<file path="src/rtl/mem_multi_beat_seq_pkg.sv">
// Shared types, defaults and helpers for the multi-beat memory sequencer.
`ifndef DATA_WIDTH
`define DATA_WIDTH 64
`endif

package mem_seq_pkg;

  typedef enum logic {
    IDLE = 1'b0,
    RUN  = 1'b1
  } seq_state_e;

  localparam int DEFAULT_DATA_WIDTH  = `DATA_WIDTH;
  localparam int DEFAULT_MAX_BEATS   = 4;
  localparam int DEFAULT_BEAT_STRIDE = 8;

  // Byte offset of beat idx from the request base; wraps at the address width.
  function automatic logic [DEFAULT_DATA_WIDTH-1:0] beat_offset(input int unsigned idx,
                                                                input int unsigned stride);
    logic [DEFAULT_DATA_WIDTH-1:0] off;
    off = DEFAULT_DATA_WIDTH'(idx) * DEFAULT_DATA_WIDTH'(stride);
    return off;
  endfunction

endpackage

</file>
<file path="src/rtl/mem_multi_beat_seq_if.sv">
// Request / memory-beat bus of the multi-beat sequencer.
// Handshake: a beat transfers on a rising clk edge where beat_valid && mem_ready;
// beat_valid, beat_addr and beat_idx stay stable until that transfer, and the
// requester holds every req_* signal stable while stall is high.
interface mem_multi_beat_seq_if
  import mem_seq_pkg::*;
#(
  parameter int DATA_WIDTH = DEFAULT_DATA_WIDTH,
  parameter int CNT_W      = $clog2(DEFAULT_MAX_BEATS + 1)
);
  logic                  req_valid;
  logic                  req_is_store;
  logic [DATA_WIDTH-1:0] base_addr;
  logic [CNT_W-1:0]      num_beats;
  logic                  flush;
  logic                  mem_ready;
  logic                  beat_valid;
  logic [DATA_WIDTH-1:0] beat_addr;
  logic                  beat_is_store;
  logic [CNT_W-1:0]      beat_idx;
  logic                  beat_last;
  logic                  stall;
  logic                  done;
  logic                  err_len;
  seq_state_e            state;

  modport master (
    output req_valid, req_is_store, base_addr, num_beats, flush, mem_ready,
    input  beat_valid, beat_addr, beat_is_store, beat_idx, beat_last, stall,
           done, err_len, state
  );

  modport slave (
    input  req_valid, req_is_store, base_addr, num_beats, flush, mem_ready,
    output beat_valid, beat_addr, beat_is_store, beat_idx, beat_last, stall,
           done, err_len, state
  );
endinterface

</file>
<file path="src/rtl/mem_multi_beat_seq_beat_counter.sv">
// Modulo counter with synchronous clear, enable and a terminal-count compare.
// On an enabled step at the terminal value it wraps back to zero.
module beat_counter #(
  parameter int W = 3
) (
  input  logic         clk,
  input  logic         rst_n,
  input  logic         clr,
  input  logic         en,
  input  logic [W-1:0] term,
  output logic [W-1:0] count,
  output logic         at_term
);
  logic [W-1:0] cnt_q;

  assign count   = cnt_q;
  assign at_term = (cnt_q == term);

  // Clear has priority over counting so an abort always returns to zero.
  always_ff @(posedge clk or negedge rst_n) begin
    if (!rst_n) begin
      cnt_q <= '0;
    end else if (clr) begin
      cnt_q <= '0;
    end else if (en) begin
      cnt_q <= at_term ? '0 : cnt_q + W'(1);
    end
  end
endmodule

</file>
<file path="src/rtl/mux2.sv">
// Generic two-input multiplexer used for gating control signals.
module mux2 #(
  parameter int W = 1
) (
  input  logic [W-1:0] a,
  input  logic [W-1:0] b,
  input  logic         sel,
  output logic [W-1:0] y
);
  // sel=0 passes a, sel=1 passes b.
  always_comb y = sel ? b : a;
endmodule

</file>
<file path="src/rtl/mem_multi_beat_seq.sv">
// Splits one load/store request into 1..MAX_BEATS sequential memory beats at
// base_addr + k*BEAT_STRIDE, stalling the pipeline until the last beat is taken.
module mem_multi_beat_seq
  import mem_seq_pkg::*;
#(
  parameter int          DATA_WIDTH  = DEFAULT_DATA_WIDTH,
  parameter int          MAX_BEATS   = DEFAULT_MAX_BEATS,
  parameter int unsigned BEAT_STRIDE = DEFAULT_BEAT_STRIDE,
  parameter int          CNT_W       = $clog2(MAX_BEATS + 1)
) (
  input logic                clk,
  input logic                rst_n,
  mem_multi_beat_seq_if.slave bus
);
  seq_state_e       state_q, state_d;
  logic [CNT_W-1:0] idx_q;
  logic [CNT_W-1:0] last_idx;
  logic             at_last;
  logic             busy;
  logic             legal;
  logic             req_ok;
  logic             beat_valid;
  logic             accept;
  logic             beat_last;
  logic             stall_raw;
  logic             stall;
  logic             abort;
  logic             done_q;
  logic             err_len_q;

  assign busy     = (state_q == RUN);
  assign legal    = (bus.num_beats != '0) && (bus.num_beats <= CNT_W'(MAX_BEATS));
  assign last_idx = bus.num_beats - CNT_W'(1);
  assign req_ok   = rst_n && bus.req_valid && legal;
  // Dropping req_valid mid-sequence is handled exactly like a flush.
  assign abort    = bus.flush || (busy && !bus.req_valid);

  // Flush suppresses the beat in the same cycle it is raised.
  mux2 #(.W(1)) u_valid_mux (
    .a   (req_ok),
    .b   (1'b0),
    .sel (bus.flush),
    .y   (beat_valid)
  );

  assign accept    = beat_valid && bus.mem_ready;
  assign beat_last = beat_valid && at_last;
  assign stall_raw = !(accept && beat_last);

  // Stall only while a beat is actually being presented.
  mux2 #(.W(1)) u_stall_mux (
    .a   (1'b0),
    .b   (stall_raw),
    .sel (beat_valid),
    .y   (stall)
  );

  beat_counter #(.W(CNT_W)) u_beat_counter (
    .clk     (clk),
    .rst_n   (rst_n),
    .clr     (abort),
    .en      (accept),
    .term    (last_idx),
    .count   (idx_q),
    .at_term (at_last)
  );

  // State register.
  always_ff @(posedge clk or negedge rst_n) begin
    if (!rst_n) begin
      state_q <= IDLE;
    end else begin
      state_q <= state_d;
    end
  end

  // Next state: RUN after a non-final accept, back to IDLE on the final accept or an abort.
  always_comb begin
    state_d = state_q;
    case (state_q)
      IDLE: if (accept && !beat_last) state_d = RUN;
      RUN:  if (abort || (accept && beat_last)) state_d = IDLE;
      default: state_d = IDLE;
    endcase
  end

  // Registered one-cycle status pulses: completion and illegal length.
  always_ff @(posedge clk or negedge rst_n) begin
    if (!rst_n) begin
      done_q    <= 1'b0;
      err_len_q <= 1'b0;
    end else begin
      done_q    <= accept && beat_last;
      err_len_q <= bus.req_valid && !legal && !busy;
    end
  end

  assign bus.beat_valid    = beat_valid;
  assign bus.beat_addr     = rst_n ? bus.base_addr + beat_offset(32'(idx_q), BEAT_STRIDE) : '0;
  assign bus.beat_is_store = rst_n && bus.req_is_store;
  assign bus.beat_idx      = idx_q;
  assign bus.beat_last     = beat_last;
  assign bus.stall         = stall;
  assign bus.done          = done_q;
  assign bus.err_len       = err_len_q;
  assign bus.state         = state_q;

  // The requester must keep req_valid high for the whole sequence.
  req_held_while_busy: assert property (
    @(posedge clk) disable iff (!rst_n) (busy && !bus.flush) |-> bus.req_valid
  );
endmodule

</file>
<file path="src/flat_wrapper.sv">
// flat-port wrapper written by rule: the top's interface ports become plain ports
module mem_multi_beat_seq_flat import mem_seq_pkg::*;
#(
  parameter int          DATA_WIDTH  = DEFAULT_DATA_WIDTH,
  parameter int          MAX_BEATS   = DEFAULT_MAX_BEATS,
  parameter int unsigned BEAT_STRIDE = DEFAULT_BEAT_STRIDE,
  parameter int          CNT_W       = $clog2(MAX_BEATS + 1)
)
  (clk, rst_n, bus_req_valid, bus_req_is_store, bus_base_addr, bus_num_beats, bus_flush, bus_mem_ready, bus_beat_valid, bus_beat_addr, bus_beat_is_store, bus_beat_idx, bus_beat_last, bus_stall, bus_done, bus_err_len, bus_state);
  mem_multi_beat_seq_if #(.DATA_WIDTH(DATA_WIDTH), .CNT_W(CNT_W)) bus_i ();
  input logic clk;
  input logic rst_n;
  input wire logic [$bits(bus_i.req_valid)-1:0] bus_req_valid;
  input wire logic [$bits(bus_i.req_is_store)-1:0] bus_req_is_store;
  input wire logic [$bits(bus_i.base_addr)-1:0] bus_base_addr;
  input wire logic [$bits(bus_i.num_beats)-1:0] bus_num_beats;
  input wire logic [$bits(bus_i.flush)-1:0] bus_flush;
  input wire logic [$bits(bus_i.mem_ready)-1:0] bus_mem_ready;
  output wire logic [$bits(bus_i.beat_valid)-1:0] bus_beat_valid;
  output wire logic [$bits(bus_i.beat_addr)-1:0] bus_beat_addr;
  output wire logic [$bits(bus_i.beat_is_store)-1:0] bus_beat_is_store;
  output wire logic [$bits(bus_i.beat_idx)-1:0] bus_beat_idx;
  output wire logic [$bits(bus_i.beat_last)-1:0] bus_beat_last;
  output wire logic [$bits(bus_i.stall)-1:0] bus_stall;
  output wire logic [$bits(bus_i.done)-1:0] bus_done;
  output wire logic [$bits(bus_i.err_len)-1:0] bus_err_len;
  output wire logic [$bits(bus_i.state)-1:0] bus_state;
  assign bus_i.req_valid = bus_req_valid;
  assign bus_i.req_is_store = bus_req_is_store;
  assign bus_i.base_addr = bus_base_addr;
  assign bus_i.num_beats = bus_num_beats;
  assign bus_i.flush = bus_flush;
  assign bus_i.mem_ready = bus_mem_ready;
  assign bus_beat_valid = bus_i.beat_valid;
  assign bus_beat_addr = bus_i.beat_addr;
  assign bus_beat_is_store = bus_i.beat_is_store;
  assign bus_beat_idx = bus_i.beat_idx;
  assign bus_beat_last = bus_i.beat_last;
  assign bus_stall = bus_i.stall;
  assign bus_done = bus_i.done;
  assign bus_err_len = bus_i.err_len;
  assign bus_state = bus_i.state;
  mem_multi_beat_seq #(.DATA_WIDTH(DATA_WIDTH), .MAX_BEATS(MAX_BEATS), .BEAT_STRIDE(BEAT_STRIDE), .CNT_W(CNT_W)) u_core (.clk(clk), .rst_n(rst_n), .bus(bus_i));
endmodule
</file>
<file path="config.mk">
export PLATFORM = sky130hd
export DESIGN_NAME = mem_multi_beat_seq_flat
export DESIGN_NICKNAME = d
export VERILOG_FILES = /design/src/rtl/mem_multi_beat_seq_pkg.sv /design/src/rtl/mem_multi_beat_seq_if.sv /design/src/rtl/mem_multi_beat_seq_beat_counter.sv /design/src/rtl/mux2.sv /design/src/rtl/mem_multi_beat_seq.sv /design/src/flat_wrapper.sv
export SDC_FILE = /design/constraint.sdc
export NUM_CORES = 1
export LEC_CHECK = 0
export CORE_ASPECT_RATIO = 1.25
export CORE_MARGIN = 4
export CORE_UTILIZATION = 37
export DETAILED_ROUTE_END_ITERATION = 8
export GPL_TIMING_DRIVEN = 0
export HOLD_SLACK_MARGIN = 0.12
export PLACE_DENSITY = 0.81
export SLEW_MARGIN = 20
export SYNTH_ARGS = -nofsm -noshare
export SYNTH_HDL_FRONTEND = slang
export SYNTH_SLANG_ARGS = --single-unit
</file>
<file path="constraint.sdc">
create_clock -name clk -period 3.7 [get_ports clk]
set_input_delay 0.925 -clock clk [delete_from_list [all_inputs] [get_ports clk]]
set_output_delay 0.925 -clock clk [all_outputs]
set_load 0.1 [all_outputs]
</file>
==> Word-level counts from Yosys, hierarchy flattened <==
Index checks and enable logic that the tools add are counted.
{ "classes": {"addsub": 3, "order_cmp": 1, "n_eq_ne": 1, "mux": 9, "n_bitwise": 1, "n_reduce_logical": 20} }
{ "ops": {"columns": ["cell", "n"], "rows": [
  ["64-bit by 6-bit adder with 64-bit output", 1],
  ["64-bit 2-to-1 mux", 1],
  ["1-bit logical AND", 11],
  ["3-bit 2-to-1 mux", 3],
  ["1-bit zero test", 5],
  ["1-bit 2-to-1 mux", 4],
  ["3-bit by 1-bit adder with 3-bit output (second input constant)", 1],
  ["3-bit equality test", 1],
  ["3-bit <= comparator (second input constant)", 1],
  ["3-bit nonzero test", 1],
  ["3-bit by 1-bit subtractor with 3-bit output (second input constant)", 1],
  ["1-bit logical OR", 2],
  ["1-bit case mux with 2 select lines", 1],
  ["2-bit nonzero test", 1],
  ["1-bit inverter", 1]
]} }
{ "word_totals": {"ff_bits": 6, "in_bits": 73, "elab_cells": 39} }

==> Depth between registers and ports, before layout <==
Gate-level depths: netlist (run 1).
{ "depth": {"depth_word": 9, "depth_mapped": 8, "depth_no_buf": 7} }

==> Cells and area by module <==
From an unflattened synthesis (run 1), not the netlist that was laid out.
{ "unflattened": {"cells_unflattened": 335, "hier_area_um2": 2244.7} }
{ "by_module_without_submodules": {"columns": ["module", "instances", "cells_each", "area_each_um2", "seq_area_each_um2"], "rows": [
  ["mem_multi_beat_seq", 1, 313, 1998.2, 75.1],
  ["beat_counter", 1, 20, 216.5, 75.1],
  ["mux2", 2, 1, 15.0, 0.0]
]} }

==> Worst setup path after synthesis (run 1) <==
OpenSTA, ideal clock, no wires.
{ "synth_path": {"path_type": "reg-to-output", "startpoint": "reg u_core.u_beat_counter.cnt_q[0], in the netlist u_core.u_beat_counter.count[0]", "endpoint": "out bus_beat_addr[28]", "arrival_ns": 5.196, "path_slack_ns": -2.421, "path_stages_with_launch": 7, "cell_sequence": "dfrtp_1 -> ha_1 -> a211oi_1 -> nor2_1 -> clkbuf_1 -> nand3_1 -> o41ai_1"} }
{ "synth_via": {"elab_chain_len": 2} }
{ "synth_lines": {"columns": ["item", "line", "text"], "rows": [
  ["start, declared", "mem_multi_beat_seq_beat_counter.sv:14", "logic [W-1:0] cnt_q;"],
  ["start signal, assigned", "mem_multi_beat_seq_beat_counter.sv:26", "cnt_q <= at_term ? '0 : cnt_q + W'(1);"],
  ["64-bit by 6-bit adder with 64-bit output", "mem_multi_beat_seq.sv:99", "assign bus.beat_addr = rst_n ? bus.base_addr + beat_offset(32'(idx_q), BEAT_STRIDE) : '0;"],
  ["64-bit 2-to-1 mux", "mem_multi_beat_seq.sv:99", null],
  ["end, declared", "flat_wrapper.sv:20", "output wire logic [$bits(bus_i.beat_addr)-1:0] bus_beat_addr;"]
]} }
Every way passes these cells.

==> Worst setup path after layout (run 1) <==
{ "layout_path": {"startpoint": "in bus_base_addr[3]", "endpoint": "out bus_beat_addr[55]"} }
{ "layout_via": {"elab_chain_len": 2} }
{ "layout_lines": {"columns": ["item", "line", "text"], "rows": [
  ["start, declared", "flat_wrapper.sv:15", "input wire logic [$bits(bus_i.base_addr)-1:0] bus_base_addr;"],
  ["64-bit by 6-bit adder with 64-bit output", "mem_multi_beat_seq.sv:99", null],
  ["64-bit 2-to-1 mux", "mem_multi_beat_seq.sv:99", null]
]} }
Every way passes these cells.

==> impl_metrics.toml, run 1 <==
[clock_network]
clk_latency_ns = 0.22
cts_tree = "yes"
h-tree-depth = 1
clk_root_buffer_cell = "clkbuf_8"
ctsHoldBuffers = 0
tritoncts.num_buffers = 3
cts_clock_pin_slew_for_the_worst_setup_and_hold_paths_ns = 0.04
clock_path_buffers = 2
clock_sinks = 6

[logic_synthesis]
synth_edf_count = 0
combinational_family_with_the_most_area_after_synthesis = "simple AND/OR/NAND/NOR gates"
netlist_area_sq_um = 2180
synth_cells = 327
synthMuxAreaShare_pct = 0.460
post_synth.cell_area_avg_sq_um = 6.66
yosysWarningCount = 0
ys_dominant_reg_cell = "dfrtp_1"
synth_simple_gate_area_share_pct = 52.3
async_reset_ff_share_pct = 100
yosys.cell_types.count = 44
mappedNetlistNets = 407
synth-compound-area-share_pct = 16.8
synth-adder-area-share_pct = 4.37
synth-seq-area-share_pct = 6.90
synth.ff_latch_count = 6
synth_xor_xnor_area_share_pct = 14.8

[setup_path]
timing.critical_path.cells = "buf_8, ha_4, fa_2, a21o_1, nor4b_4, nand4_4, buf_2, o21ai_0, a21oi_4, buf_12"
reg2reg_to = "u_core.u_beat_counter.count[2]"
worst_setup_path_start_kind = "input pin"
endpoint_kind = "output port"
rrSetupSlack_ns = 1.97
depth_of_the_worst_register_to_register_path = 5
crit_buf_inv = 3
worst_setup_path_endpoint = "bus_beat_addr[55]"
worst-path-stages = 10
cpMaxStageDelayCell = "o21ai_0"
worst-endpoint-arrival_ns = 2.99
crit_start = "bus_base_addr[3]"
cp_top_family = "compound AO/OA/AOI/OAI gates"
cp_data_required_time_ns = 2.77
worst-setup-path-type = "in -> out"
worstPathMaxFanout = 5
r2r-start = "u_core.u_beat_counter.count[2]"
critical_path.max_stage_delay_ns = 0.43

[route]
drt_pre_antenna_iters = 7
drcViolationCount = 0
wire_per_inst_microns = 22.3
via_count = 3739
postRouteWirelength_microns = 13100
initialDrtViolationCount = 277
route.detailed.vias_per_inst = 6.36
detail-route-antenna-nets = 0

[sta]
final-max-slew-violation-count = 0
report.final.hold_viol_count = 0
clock.fmax_ghz = 0.255
grt_setup_unrepaired = "yes"
final.period_utilization_pct = 106
skew_ns = 0.00169
max-slew-margin-rel_pct = 34.7
layout_min_cycle_time_ns = 3.92
timing.final.setup_violations = 24
postLayoutSetupSlackWorst_ns = -0.219
worst_slew_pin_slew_ns = 0.976

[min_path]
min_path_type = "reg -> reg"

[cells_and_area]
most-common-layout-cells = "buf_4 (57), buf_12 (33)"
num-nets-final = 603
diodes = 0
multi_input_area_sq_um = 2810
post-route-util_pct = 91.2
layout.area.seq_sq_um = 154
final.fill_count = 221
final_common_cell = "buf_4"
syn_to_final_growth_pct = 141
post_route_cells_drive_above_1_share_pct = 55.6

[place]
finalWeightedCongestion = 0.902
dpl_worst_slack_ns = -1.76
dp.final_hpwl_microns = 7520
place.port_buffers = 146

[global_routing]
number_of_antenna_violations_at_the_first_check_in_global_routing = 0
gr-usage-all-layers_pct = 28.5
grt_overflow_total = 0
number_of_global_route_vias_before_repair = 3596
grt_first_pass_wirelength_microns = 17000
grt_start_max_net_pins = 11

[power_and_ir_drop]
power_density_nw_per_um2 = 179
leak_nw = 2.07
irDropWorstVdd_uv = 295

[floorplan]
dieArea_sq_um = 7180
fp.dieH_microns = 93.8
ios = 147
core_area_sq_um = 5740
start_util_pct = 37.9
num_rows = 31
die_width_microns = 76.6

[status]
failed_checks = "negative setup slack"
status = "complete, but fails checks"

[flow_run]
drv_cap = 0
==> cell type report <==
class	count	area share (%)
multi-input combinational	298	53.6
timing repair buffer	191	37.9
sequential	6	2.94
buffer	13	2.37
tap	66	1.58
clock buffer	4	0.860
inverter	10	0.741
==> synth_stat cells (8+ instances only) <==
cell       n  area share (%)
nand3_1   25             5.7
nand2_1   20             3.4
nor2_1    43             7.4
xnor2_1   14             5.6
or3_1     20             5.7
o21ai_0   21             4.8
and4_1     9             3.6
nand4_1   22             6.3
and2_1    13             3.7
inv_1      9             1.6
a21oi_1   26             6.0
clkbuf_1  10             1.7
xor2_1    20             8.0
nor3_1     8             1.8
==> worst register-to-register path, delay by kind of cell (launching register included) <==
family / cells / cell delay, ns
compound gates: 1 / 0.07
xor+xnor: 1 / 0.40
buf+inv: 1 / 0.16
flops: 1 / 0.46
simple gates: 2 / 0.52
==> where the power goes <==
group | switching (mW) | internal (mW)
clock | 0.0283 | 0.0741
combinational | 0.525 | 0.234
sequential | 0.00664 | 0.0719
total | 0.560 | 0.380
==> logic make-up after synthesis <==
kind of cell	count (synthesis)
buffers and inverters	23
muxes	1
xor gates and xnor gates	35
and+or+nand+nor	191
adders and majority gates	7
AOI/OAI and AO/OA	64
DFF	6
==> metrics by stage <==
stage                     cell area, sq um  total power, mW  instances  hold WS [ns]  setup TNS (ns)
after floorplan                       2710            0.539        327         0.629           -2.43
after global placement                4250            0.749        539         0.501          -89.20
after detailed placement              4250            0.755        539         0.505          -91.13
after CTS                             4870            0.888        575         0.516          -0.281
after global routing                  5240            0.964        588         0.539           -4.06
final                                 5240            0.939        588         0.524           -2.13
==> worst min path at each step <==
stage	startpoint	endpoint	slack (ns)	depth (start not counted)
3_5_place_dp	u_core.bus.state	u_core.bus.err_len	0.51	1
2_1_floorplan	rst_n	u_core.bus.done	0.63	0
5_1_grt	u_core.bus.state	u_core.bus.err_len	0.54	1
3_3_place_gp	u_core.bus.state	u_core.bus.err_len	0.50	1
4_1_cts	u_core.bus.state	u_core.bus.err_len	0.52	1
6_report	u_core.bus.state	u_core.bus.err_len	0.52	1
==> flip-flops by register name, summed over array words and instances (netlist names) <==
signal,cells
u_core.u_beat_counter.count,3
u_core.bus.state,1
u_core.bus.done,1
u_core.bus.err_len,1
==> layer usage <==
layer	GRT usage, %	up-vias	part of all wire (%)
met1	30.0	1766	34
li1	-	1605	-
met3	3.93	80	7.4
met4	9.67	0	5.8
met5	0	-	0
met2	57.3	288	53
==> timing repair <==
action,in CTS,in global routing
pin swaps,37,32
endpoints found under the setup margin,68,42
gates cloned,1,1
resized for setup,636,131
setup buffers,31,13
(Power assumes the default switching activity.)
==> inputs of run 2 (changes only) <==
--- a/config.mk
+++ b/config.mk
@@ -7,11 +7,11 @@
 export LEC_CHECK = 0
 export CORE_ASPECT_RATIO = 1.25
 export CORE_MARGIN = 4
-export CORE_UTILIZATION = 37
+export CORE_UTILIZATION = 40
 export DETAILED_ROUTE_END_ITERATION = 8
 export GPL_TIMING_DRIVEN = 0
 export HOLD_SLACK_MARGIN = 0.12
-export PLACE_DENSITY = 0.81
+export PLACE_DENSITY = 0.87
 export SLEW_MARGIN = 20
 export SYNTH_ARGS = -nofsm -noshare
 export SYNTH_HDL_FRONTEND = slang
==> constraint.sdc (replaced) <==
create_clock -name clk -period 4.8 [get_ports clk]
set_input_delay 1.2 -clock clk [delete_from_list [all_inputs] [get_ports clk]]
set_output_delay 1.2 -clock clk [all_outputs]
set_load 0.1 [all_outputs]
==> run 2 against run 1 <==
Clock power decreased by 24%. Final cell count down 5.6%. The run now ends clean. Sequential cell count unchanged. Sequential power down 24%. Clock-buffer cell count down 1. Largest cell class unchanged. Setup slack better by 0.30 ns. Non-clock buffer count decreased by 29. Wire length fell by 27%. Via count is 13% lower. First-iteration DRC count down 39%. Largest power group unchanged. Critical path depth fell by 1. Utilization decreased by 11 points.
==> impl_metrics.toml, run 2 (synthesis gave the netlist of run 1 again) <==
[route]
postRouteWirelength_microns = 9570
wire_per_inst_microns = 17.2
route.detailed.vias_per_inst = 5.89
via_count = 3268
drt_pre_antenna_iters = 4
initialDrtViolationCount = 170
drcViolationCount = 0
detail-route-antenna-nets = 0

[cells_and_area]
num-nets-final = 574
post-route-util_pct = 80.0
multi_input_area_sq_um = 2220
syn_to_final_growth_pct = 90.6
final.fill_count = 390
post_route_cells_drive_above_1_share_pct = 32.9
largest_register_ffs = 3
most-common-layout-cells = "clkdlybuf4s50_1 (65), nor2_1 (27), clkbuf_4 (27)"
final_common_cell = "clkdlybuf4s50_1"
layout.area.seq_sq_um = 150

[place]
dp.final_hpwl_microns = 7460
finalWeightedCongestion = 0.930
dpl_worst_slack_ns = -1.41
place.port_buffers = 146

[clock_network]
clk_latency_ns = 0.23
clk_root_buffer_cell = "clkbuf_8"
cts_tree = "yes"
clock_path_buffers = 2
tritoncts.num_buffers = 3
ctsHoldBuffers = 0
clock_sinks = 6
cts_clock_pin_slew_for_the_worst_setup_and_hold_paths_ns = 0.04
h-tree-depth = 1

[status]
status = "completed"

[sta]
report.final.hold_viol_count = 0
final.hold.worst_slack_ns = 0.506
skew_ns = 0.00135
postLayoutSetupSlackWorst_ns = 0.0823
final.period_utilization_pct = 98.3
max-slew-margin-rel_pct = 33.9
final-max-slew-violation-count = 0
worst_slew_pin_slew_ns = 0.989
timing.final.setup_violations = 0
final.setup.tns_ns = 0
clock.fmax_ghz = 0.212
layout_min_cycle_time_ns = 4.72

[power_and_ir_drop]
swShare_pct = 61.1
power_density_nw_per_um2 = 154
portion_of_total_power_attributed_to_the_clock_network_pct = 12.2
irDropWorstVdd_uv = 235
power_switching_mw = 0.390
seqPwrFrac_pct = 9.4
power_report.internal_total_mw = 0.248
combPwrFrac_pct = 78.5
leak_nw = 1.68

[global_routing]
gr-usage-all-layers_pct = 26.9
number_of_antenna_violations_at_the_first_check_in_global_routing = 1
grt_overflow_total = 0
number_of_global_route_vias_before_repair = 3224
grt_start_max_net_pins = 11
grt_first_pass_wirelength_microns = 14800

[floorplan]
die_width_microns = 74.0
dieArea_sq_um = 6690
num_rows = 29
fp.dieH_microns = 90.5
start_util_pct = 42.0
core_area_sq_um = 5190
ios = 147

[setup_path]
cp_data_required_time_ns = 3.60
endpoint_kind = "output port"
worstPathMaxFanout = 10
worst-setup-path-type = "in -> out"
worst_setup_path_start_kind = "input pin"
worst-endpoint-arrival_ns = 3.52

[min_path]
min_path_type = "reg -> reg"

[flow_run]
drv_cap = 0
[run 2: layout make-up]
| type | count | area share, % |
|---|---|---|
| antenna | 1 | 0.0603 |
| buffer | 12 | 1.54 |
| clock buffer | 3 | 0.995 |
| inverter | 10 | 0.904 |
| multi-input combinational | 298 | 53.5 |
| sequential | 6 | 3.62 |
| tap | 62 | 1.87 |
| timing repair buffer | 163 | 37.5 |
[run 2: worst paths after layout]
check	from	endpoint	slack (ns)	cells after the start
max	bus_base_addr[9]	bus_beat_addr[60]	0.08	9
min	u_core.bus.state	u_core.bus.err_len	0.51	1
max reg2reg	u_core.u_beat_counter.count[2]	u_core.bus.state	3.13	4
min reg2reg	u_core.bus.state	u_core.bus.err_len	0.51	1
max in group asynchronous	rst_n	u_core.bus.state	3.33	1
min in group asynchronous	rst_n	u_core.u_beat_counter.count[0]	1.23	1
[run 2: through the flow]
stage,total power [mW],std cells,area (sq um)
after floorplan,0.393,327,2350
after global placement,0.554,535,3880
after detailed placement,0.558,535,3880
after CTS,0.629,546,3980
after global routing,0.662,555,4150
final,0.638,555,4150
[run 2: routing by layer]
layer | vias to the layer above | routed length, microns | global-route usage, %
met5 | - | 0 | 0
met4 | 0 | 207 | 8.31
met3 | 20 | 914 | 7.13
met2 | 163 | 5050 | 49.1
met1 | 1528 | 3400 | 29.0
li1 | 1557 | - | -
[run 2: worst max-delay path: stages]
cell and delay [ns]:
clkdlybuf4s50_1 0.54, and4_1 0.19, buf_2 0.16, and4_2 0.29
nand3_2 0.15, buf_4 0.21, or3_1 0.36, a21oi_2 0.16
buf_6 0.24
[run 2: repair_timing]
action / CTS / global route
pin swaps: 7 / 11
setup buffers: 7 / 9
cloned: 1 / 0
endpoints found under the setup margin: 68 / 56
gates resized for setup: 350 / 82
[run 2: power groups by stage]
stage | combinational (mW) | sequential (mW) | clock (mW)
finish | 0.501 | 0.0598 | 0.0777
global route | 0.519 | 0.0614 | 0.0807
CTS | 0.491 | 0.0599 | 0.0776
detailed placement | 0.498 | 0.0604 | 0
global placement | 0.494 | 0.0604 | 0
floorplan | 0.300 | 0.0930 | 0
